File: src/rtl/alu_ctrl_seq_if.sv
// Bundle of the fetch handshake, register-file ports and ALU port seen by the
// issue sequencer; master is the sequencer, slave is the surrounding datapath.
interface alu_ctrl_seq_if #(
   parameter int DATA_W = 8,
   parameter int RA_W   = 2
);
   logic [15:0]       instr;
   logic              instr_valid;
   logic              instr_ready;
   logic [RA_W-1:0]   ra1;
   logic [RA_W-1:0]   ra2;
   logic [DATA_W-1:0] rd1;
   logic [DATA_W-1:0] rd2;
   logic [DATA_W-1:0] alu_a;
   logic [DATA_W-1:0] alu_b;
   logic [2:0]        op_alu;
   logic [DATA_W-1:0] alu_y;
   logic              alu_zero;
   logic [RA_W-1:0]   wa;
   logic [DATA_W-1:0] wd;
   logic              we;
   logic              zf;
   logic              done;
   logic              err;

   modport master (
      input  instr, instr_valid, rd1, rd2, alu_y, alu_zero,
      output instr_ready, ra1, ra2, alu_a, alu_b, op_alu, wa, wd, we, zf, done, err
   );

   modport slave (
      output instr, instr_valid, rd1, rd2, alu_y, alu_zero,
      input  instr_ready, ra1, ra2, alu_a, alu_b, op_alu, wa, wd, we, zf, done, err
   );
endinterface

File: src/rtl/alu_ctrl_seq.sv
// Four-state issue sequencer (IDLE -> READ -> EXEC -> WB): reads operands,
// drives the external ALU from registers, writes back y and latches the zero flag.
module alu_ctrl_seq #(
   parameter int DATA_W = 8,
   parameter int RA_W   = 2
) (
   input  logic          clk,
   input  logic          reset,
   alu_ctrl_seq_if.master bus
);
   typedef enum logic [1:0] {S_IDLE, S_READ, S_EXEC, S_WB} state_t;

   state_t            state_q, state_d;
   logic [15:0]       instr_q, instr_d;
   logic [DATA_W-1:0] alu_a_q, alu_a_d;
   logic [DATA_W-1:0] alu_b_q, alu_b_d;
   logic [2:0]        op_q, op_d;
   logic [DATA_W-1:0] y_q, y_d;
   logic              zero_q, zero_d;
   logic              zf_q, zf_d;

   logic [3:0]        opc;
   logic [2:0]        dec_op;
   logic              dec_write;
   logic              illegal;
   logic [DATA_W-1:0] opnd_a;
   logic [DATA_W-1:0] opnd_b;
   logic [DATA_W-1:0] imm;
   logic              in_wb;

   assign opc = instr_q[15:12];
   assign imm = DATA_W'(instr_q[7:0]);

   // Decode of the latched instruction; opcodes above ADDI are illegal.
   always_comb begin
      dec_op    = 3'b000;
      dec_write = 1'b0;
      illegal   = 1'b0;
      opnd_a    = bus.rd1;
      opnd_b    = bus.rd2;
      unique casez (opc)
         4'b0???: begin
            dec_op    = opc[2:0];
            dec_write = 1'b1;
         end
         4'b1000: dec_op = 3'b011;
         4'b1001: begin
            dec_write = 1'b1;
            opnd_a    = imm;
            opnd_b    = '0;
         end
         4'b1010: begin
            dec_op    = 3'b010;
            dec_write = 1'b1;
            opnd_b    = imm;
         end
         default: illegal = 1'b1;
      endcase
   end

   always_comb begin
      state_d = state_q;
      instr_d = instr_q;
      alu_a_d = alu_a_q;
      alu_b_d = alu_b_q;
      op_d    = op_q;
      y_d     = y_q;
      zero_d  = zero_q;
      zf_d    = zf_q;
      unique case (state_q)
         S_IDLE: begin
            if (bus.instr_valid) begin
               instr_d = bus.instr;
               state_d = S_READ;
            end
         end
         S_READ: begin
            // ALU inputs are loaded here so they are stable for all of EXEC.
            alu_a_d = opnd_a;
            alu_b_d = opnd_b;
            op_d    = dec_op;
            state_d = S_EXEC;
         end
         S_EXEC: begin
            y_d     = bus.alu_y;
            zero_d  = bus.alu_zero;
            state_d = S_WB;
         end
         S_WB: begin
            if (!illegal) zf_d = zero_q;
            state_d = S_IDLE;
         end
         default: state_d = S_IDLE;
      endcase
   end

   always_ff @(posedge clk or posedge reset) begin
      if (reset) begin
         state_q <= S_IDLE;
         instr_q <= '0;
         alu_a_q <= '0;
         alu_b_q <= '0;
         op_q    <= '0;
         y_q     <= '0;
         zero_q  <= 1'b0;
         zf_q    <= 1'b0;
      end else begin
         state_q <= state_d;
         instr_q <= instr_d;
         alu_a_q <= alu_a_d;
         alu_b_q <= alu_b_d;
         op_q    <= op_d;
         y_q     <= y_d;
         zero_q  <= zero_d;
         zf_q    <= zf_d;
      end
   end

   // Outputs are decoded from registered state only, so rd1/rd2 never loop back.
   assign in_wb           = (state_q == S_WB);
   assign bus.instr_ready = (state_q == S_IDLE);
   assign bus.ra1         = (state_q == S_READ) ? RA_W'(instr_q[9:8]) : '0;
   assign bus.ra2         = (state_q == S_READ) ? RA_W'(instr_q[7:6]) : '0;
   assign bus.alu_a       = alu_a_q;
   assign bus.alu_b       = alu_b_q;
   assign bus.op_alu      = op_q;
   assign bus.we          = in_wb && !illegal && dec_write;
   assign bus.wa          = bus.we ? RA_W'(instr_q[11:10]) : '0;
   assign bus.wd          = bus.we ? y_q : '0;
   assign bus.zf          = zf_q;
   assign bus.done        = in_wb && !illegal;
   assign bus.err         = in_wb && illegal;
endmodule

File: src/flat_wrapper.sv
// flat-port wrapper written by rule: the top's interface ports become plain ports
module alu_ctrl_seq_flat 
#(
   parameter int DATA_W = 8,
   parameter int RA_W   = 2
)
  (clk, reset, bus_instr, bus_instr_valid, bus_rd1, bus_rd2, bus_alu_y, bus_alu_zero, bus_instr_ready, bus_ra1, bus_ra2, bus_alu_a, bus_alu_b, bus_op_alu, bus_wa, bus_wd, bus_we, bus_zf, bus_done, bus_err);
  alu_ctrl_seq_if #(.DATA_W(DATA_W), .RA_W(RA_W)) bus_i ();
  input  logic clk;
  input  logic reset;
  input wire logic [$bits(bus_i.instr)-1:0] bus_instr;
  input wire logic [$bits(bus_i.instr_valid)-1:0] bus_instr_valid;
  input wire logic [$bits(bus_i.rd1)-1:0] bus_rd1;
  input wire logic [$bits(bus_i.rd2)-1:0] bus_rd2;
  input wire logic [$bits(bus_i.alu_y)-1:0] bus_alu_y;
  input wire logic [$bits(bus_i.alu_zero)-1:0] bus_alu_zero;
  output wire logic [$bits(bus_i.instr_ready)-1:0] bus_instr_ready;
  output wire logic [$bits(bus_i.ra1)-1:0] bus_ra1;
  output wire logic [$bits(bus_i.ra2)-1:0] bus_ra2;
  output wire logic [$bits(bus_i.alu_a)-1:0] bus_alu_a;
  output wire logic [$bits(bus_i.alu_b)-1:0] bus_alu_b;
  output wire logic [$bits(bus_i.op_alu)-1:0] bus_op_alu;
  output wire logic [$bits(bus_i.wa)-1:0] bus_wa;
  output wire logic [$bits(bus_i.wd)-1:0] bus_wd;
  output wire logic [$bits(bus_i.we)-1:0] bus_we;
  output wire logic [$bits(bus_i.zf)-1:0] bus_zf;
  output wire logic [$bits(bus_i.done)-1:0] bus_done;
  output wire logic [$bits(bus_i.err)-1:0] bus_err;
  assign bus_i.instr = bus_instr;
  assign bus_i.instr_valid = bus_instr_valid;
  assign bus_i.rd1 = bus_rd1;
  assign bus_i.rd2 = bus_rd2;
  assign bus_i.alu_y = bus_alu_y;
  assign bus_i.alu_zero = bus_alu_zero;
  assign bus_instr_ready = bus_i.instr_ready;
  assign bus_ra1 = bus_i.ra1;
  assign bus_ra2 = bus_i.ra2;
  assign bus_alu_a = bus_i.alu_a;
  assign bus_alu_b = bus_i.alu_b;
  assign bus_op_alu = bus_i.op_alu;
  assign bus_wa = bus_i.wa;
  assign bus_wd = bus_i.wd;
  assign bus_we = bus_i.we;
  assign bus_zf = bus_i.zf;
  assign bus_done = bus_i.done;
  assign bus_err = bus_i.err;
  alu_ctrl_seq #(.DATA_W(DATA_W), .RA_W(RA_W)) u_core (.clk(clk), .reset(reset), .bus(bus_i));
endmodule
File: config.mk
export PLATFORM = sky130hd
export DESIGN_NAME = alu_ctrl_seq_flat
export DESIGN_NICKNAME = d
export VERILOG_FILES = /design/src/rtl/alu_ctrl_seq_if.sv /design/src/rtl/alu_ctrl_seq.sv /design/src/flat_wrapper.sv
export SDC_FILE = /design/constraint.sdc
export NUM_CORES = 1
export LEC_CHECK = 0
export ABC_AREA = 0
export BUFFER_PORTS_ARGS = -buffer_cell sky130_fd_sc_hd__buf_2
export CORE_ASPECT_RATIO = 1.1
export CORE_MARGIN = 3
export CORE_UTILIZATION = 48
export DETAILED_ROUTE_END_ITERATION = 8
export PLACE_DENSITY = 0.78
export SYNTH_ARGS = -nofsm -noshare
export SYNTH_HDL_FRONTEND = slang
export SYNTH_SLANG_ARGS = --single-unit
export TNS_END_PERCENT = 50
File: constraint.sdc
create_clock -name clk -period 1.9 [get_ports clk]
set_input_delay 0.19 -clock clk [delete_from_list [all_inputs] [get_ports clk]]
set_output_delay 0.19 -clock clk [all_outputs]
set_load 0.05 [all_outputs]
==> flow_summary.json <==
{
  "powerDensity_mw_per_mm2": 2040,
  "die_h_microns": 77.0,
  "wirelength_mm": 4.96,
  "seqPwrFrac_pct": 33.0,
  "startpoint_type": "flip-flop",
  "syn_area_per_cell_sq_um": 11.4,
  "timing.final.hold_violations": 0,
  "synth_nets": 241,
  "hpwl_mm": 3.63,
  "core.rowCount": 25,
  "drive_above_1_share_pct": 46.5,
  "synth-seq-cells": 47,
  "drt-vias-per-instance": 5.10,
  "path_cells": "xnor2_4, o21ai_2, buf_4, and3_1, buf_4",
  "end_kind": "output port",
  "status": "completed",
  "hp-class": "in -> reg",
  "fin_crit_sh_pct": 95.9,
  "grtUsageMet2_pct": 30.7,
  "initial_core_util_pct": 50.6,
  "max_stage_delay_ns": 0.48,
  "whs_ns": 0.125,
  "yosys.area.top_type": "dfrtp_1",
  "clock-sinks": 47,
  "drtPass1Iterations": 4,
  "crit_family": "flip-flops",
  "overflow": 0,
  "cts_buffers": 5,
  "cap_violations": 0,
  "synth_most_common_cell": "dfrtp_1",
  "p_switching_mw": 2.83,
  "antenna_found_initial": 0,
  "worst_ep_required_time_ns": 1.71,
  "pwr-share-clk_pct": 9.7,
  "worst_path_most_repeated_cell": "buf_4",
  "grt_max_degree": 25,
  "path_buf_inv": 2,
  "p_int_mw": 2.91,
  "ys_types": 33,
  "swShare_pct": 49.3,
  "synth_common_cells": "dfrtp_1 (47), mux2_2 (25), a21oi_1 (14), nand2_1 (11), nor2_1 (11)",
  "synth_area_leaders": "dfrtp_1 (53%), mux2_2 (13%), a21oi_1 (3.2%)",
  "maxSlewViolCount": 0,
  "die_x_microns": 70.6,
  "grt_use_met3_pct": 5.64,
  "syn_area_sq_mm": 0.00220,
  "clk_pin_slew_ns": 0.08,
  "numPortBuffers": 81,
  "cts_max_level": 2,
  "max-vdd-ir-drop_uv": 1120,
  "slowest_stage": "dfrtp_2",
  "max_slew_margin_pct": 64.8,
  "cts_tree": "done",
  "netlist_instances": 193,
  "max_freq_mhz": 549,
  "ys_seq_area_share_pct": 53.4,
  "diodes": 0,
  "synth_edf_count": 0,
  "pin_count": 82,
  "cts_root_buffer": "clkbuf_8",
  "grt_setup_unrepaired": "true",
  "synth_top_area_share_pct": 53.4,
  "power_leakage_nw": 1.43,
  "core-area_sq_mm": 0.00435,
  "clk_latency_ns": 0.29,
  "comb_power_share_pct": 57.3,
  "total_power_mw": 5.74,
  "nNetsFinal": 322,
  "area_growth_pct": 27.6,
  "ys_warn_count": 0,
  "async_flop_share_pct": 100,
  "vias": 1677,
  "drt_iter0_drc": 49,
  "critPathMaxFanout": 11,
  "grt_use_total_pct": 18.2,
  "design.die.area_sq_mm": 0.00543,
  "ant_nets": 0,
  "route.detailed.drc": 0,
  "gp_congestion": 0.788,
  "gr-usage-met1_pct": 22.8,
  "cp.arrival_ns": 1.63,
  "finClkSkew_ns": 0.00653,
  "busiest_layer": "met2",
  "tightest_slew_ns": 0.527,
  "clk_path_buf_depth": 2,
  "crit_type": "reg -> out",
  "synth_top_flop_cell": "dfrtp_1",
  "setup_violations": 0,
  "post_drt_wl_per_cell_microns": 15.1,
  "period_needed_ns": 1.82,
  "grt_pass1_vias": 1696,
  "grt_pass1_wl_mm": 7.98
}
worst register-to-register path, delay by kind of cell (launching register included):
family | cells | cell delay, ns
muxes | 1 | 0.39
DFF | 1 | 0.41
adders and majority gates | 1 | 0.26
buffers and inverters | 1 | 0.09
and+or+nand+nor | 1 | 0.34
timing repair:
item | 4_1_cts | 5_1_grt
setup buffers | 1 | 0
pin swaps | 1 | 1
endpoints found under the setup margin | 11 | 12
hold endpoints to repair | 23 | 0
hold buffers | 1 | 0
resized for setup | 1 | 32
worst paths after layout:
| check | start | end | slack, ns | cells after the start |
|---|---|---|---|---|
| hold / removal | bus_alu_y[6] | u_core.y_q[6]$_DFFE_PP0P_ | 0.12 | 2 |
| max in group asynchronous | reset | u_core.instr_q[13]$_DFFE_PP0P_ | 0.89 | 4 |
| setup / recovery | u_core.instr_q[12]$_DFFE_PP0P_ | bus_wd[7] | 0.08 | 5 |
| hold reg to reg | u_core.y_q[7]$_DFFE_PP0P_ | u_core.y_q[7]$_DFFE_PP0P_ | 0.51 | 1 |
| min in group asynchronous | reset | u_core.bus.alu_b[5]$_DFFE_PP0N_ | 0.50 | 3 |
| setup reg to reg | u_core.state_q[0]$_DFFE_PP0P_ | u_core.instr_q[13]$_DFFE_PP0P_ | 0.29 | 4 |
cell type report:
type | instances | area (sq um)
Clock buffer | 7 | 76.3
Clock inverter | 1 | 5.00
Fill cell | 364 | 1540
Inverter | 9 | 33.8
Multi-Input combinational cell | 124 | 932
Sequential cell | 47 | 1180
Tap cell | 54 | 67.6
Timing Repair Buffer | 87 | 515
state kept, by name, summed over array words and instances, names as in the netlist:
| name | flops |
|---|---|
| u_core.bus.zf | 1 |
| u_core.bus.alu_a | 8 |
| u_core.bus.alu_b | 8 |
| u_core.state_q | 2 |
| u_core.y_q | 8 |
| u_core.bus.op_alu | 3 |
| u_core.zero_q | 1 |
| u_core.instr_q | 16 |
power groups by stage:
stage	clock network, mW	logic, mW	registers [mW]
after floorplan	0	1.92	2.47
after global placement	0	3.09	1.85
after detailed placement	0	3.16	1.88
after CTS	0.581	3.20	1.87
after global routing	0.630	3.53	1.96
final	0.559	3.29	1.89
through the flow:
step | cells | setup slack, ns | TNS (ns) | util [%] | area [sq um]
6_report | 329 | 0.0770 | 0 | 64.6 | 2810
5_1_grt | 329 | -0.0129 | -0.0471 | 64.6 | 2810
4_1_cts | 329 | 0.0125 | 0 | 63.1 | 2740
3_5_place_dp | 319 | 0.230 | 0 | 60.6 | 2640
3_3_place_gp | 319 | 0.302 | 0 | 60.6 | 2640
2_1_floorplan | 193 | 0.0882 | 0 | - | 2200
kinds of logic (layout without fill, tap and decap cells):
| kind of cell | count (synthesis) | after routing | share of synthesized area [%] |
|---|---|---|---|
| AOI/OAI and AO/OA | 35 | 35 | 9.21 |
| xor gates and xnor gates | 1 | 1 | 0.398 |
| adders and majority gates | 4 | 4 | 2.27 |
| buffers and inverters | 22 | 104 | 5.17 |
| DFF | 47 | 47 | 53.4 |
| muxes | 32 | 32 | 16.2 |
| and+or+nand+nor | 52 | 52 | 13.3 |
layer usage:
layer | wire (microns) | part of all wire (%)
met5 | 0 | 0
met1 | 1960 | 39
met4 | 23 | 0.46
met2 | 2650 | 53
met3 | 333 | 6.7
cell usage in the layout, fill, tap and decap left out, types with 8 or more instances in the layout:
| cell type | instances |
|---|---|
| buf_4 | 9 |
| nand2_1 | 11 |
| dfrtp_1 | 45 |
| nor2_1 | 11 |
| mux2_2 | 25 |
| and3_1 | 10 |
| o21ai_1 | 8 |
| nor2b_1 | 9 |
| a21oi_1 | 14 |
| buf_2 | 70 |
Note: power is estimated with default switching activity, not from simulation.
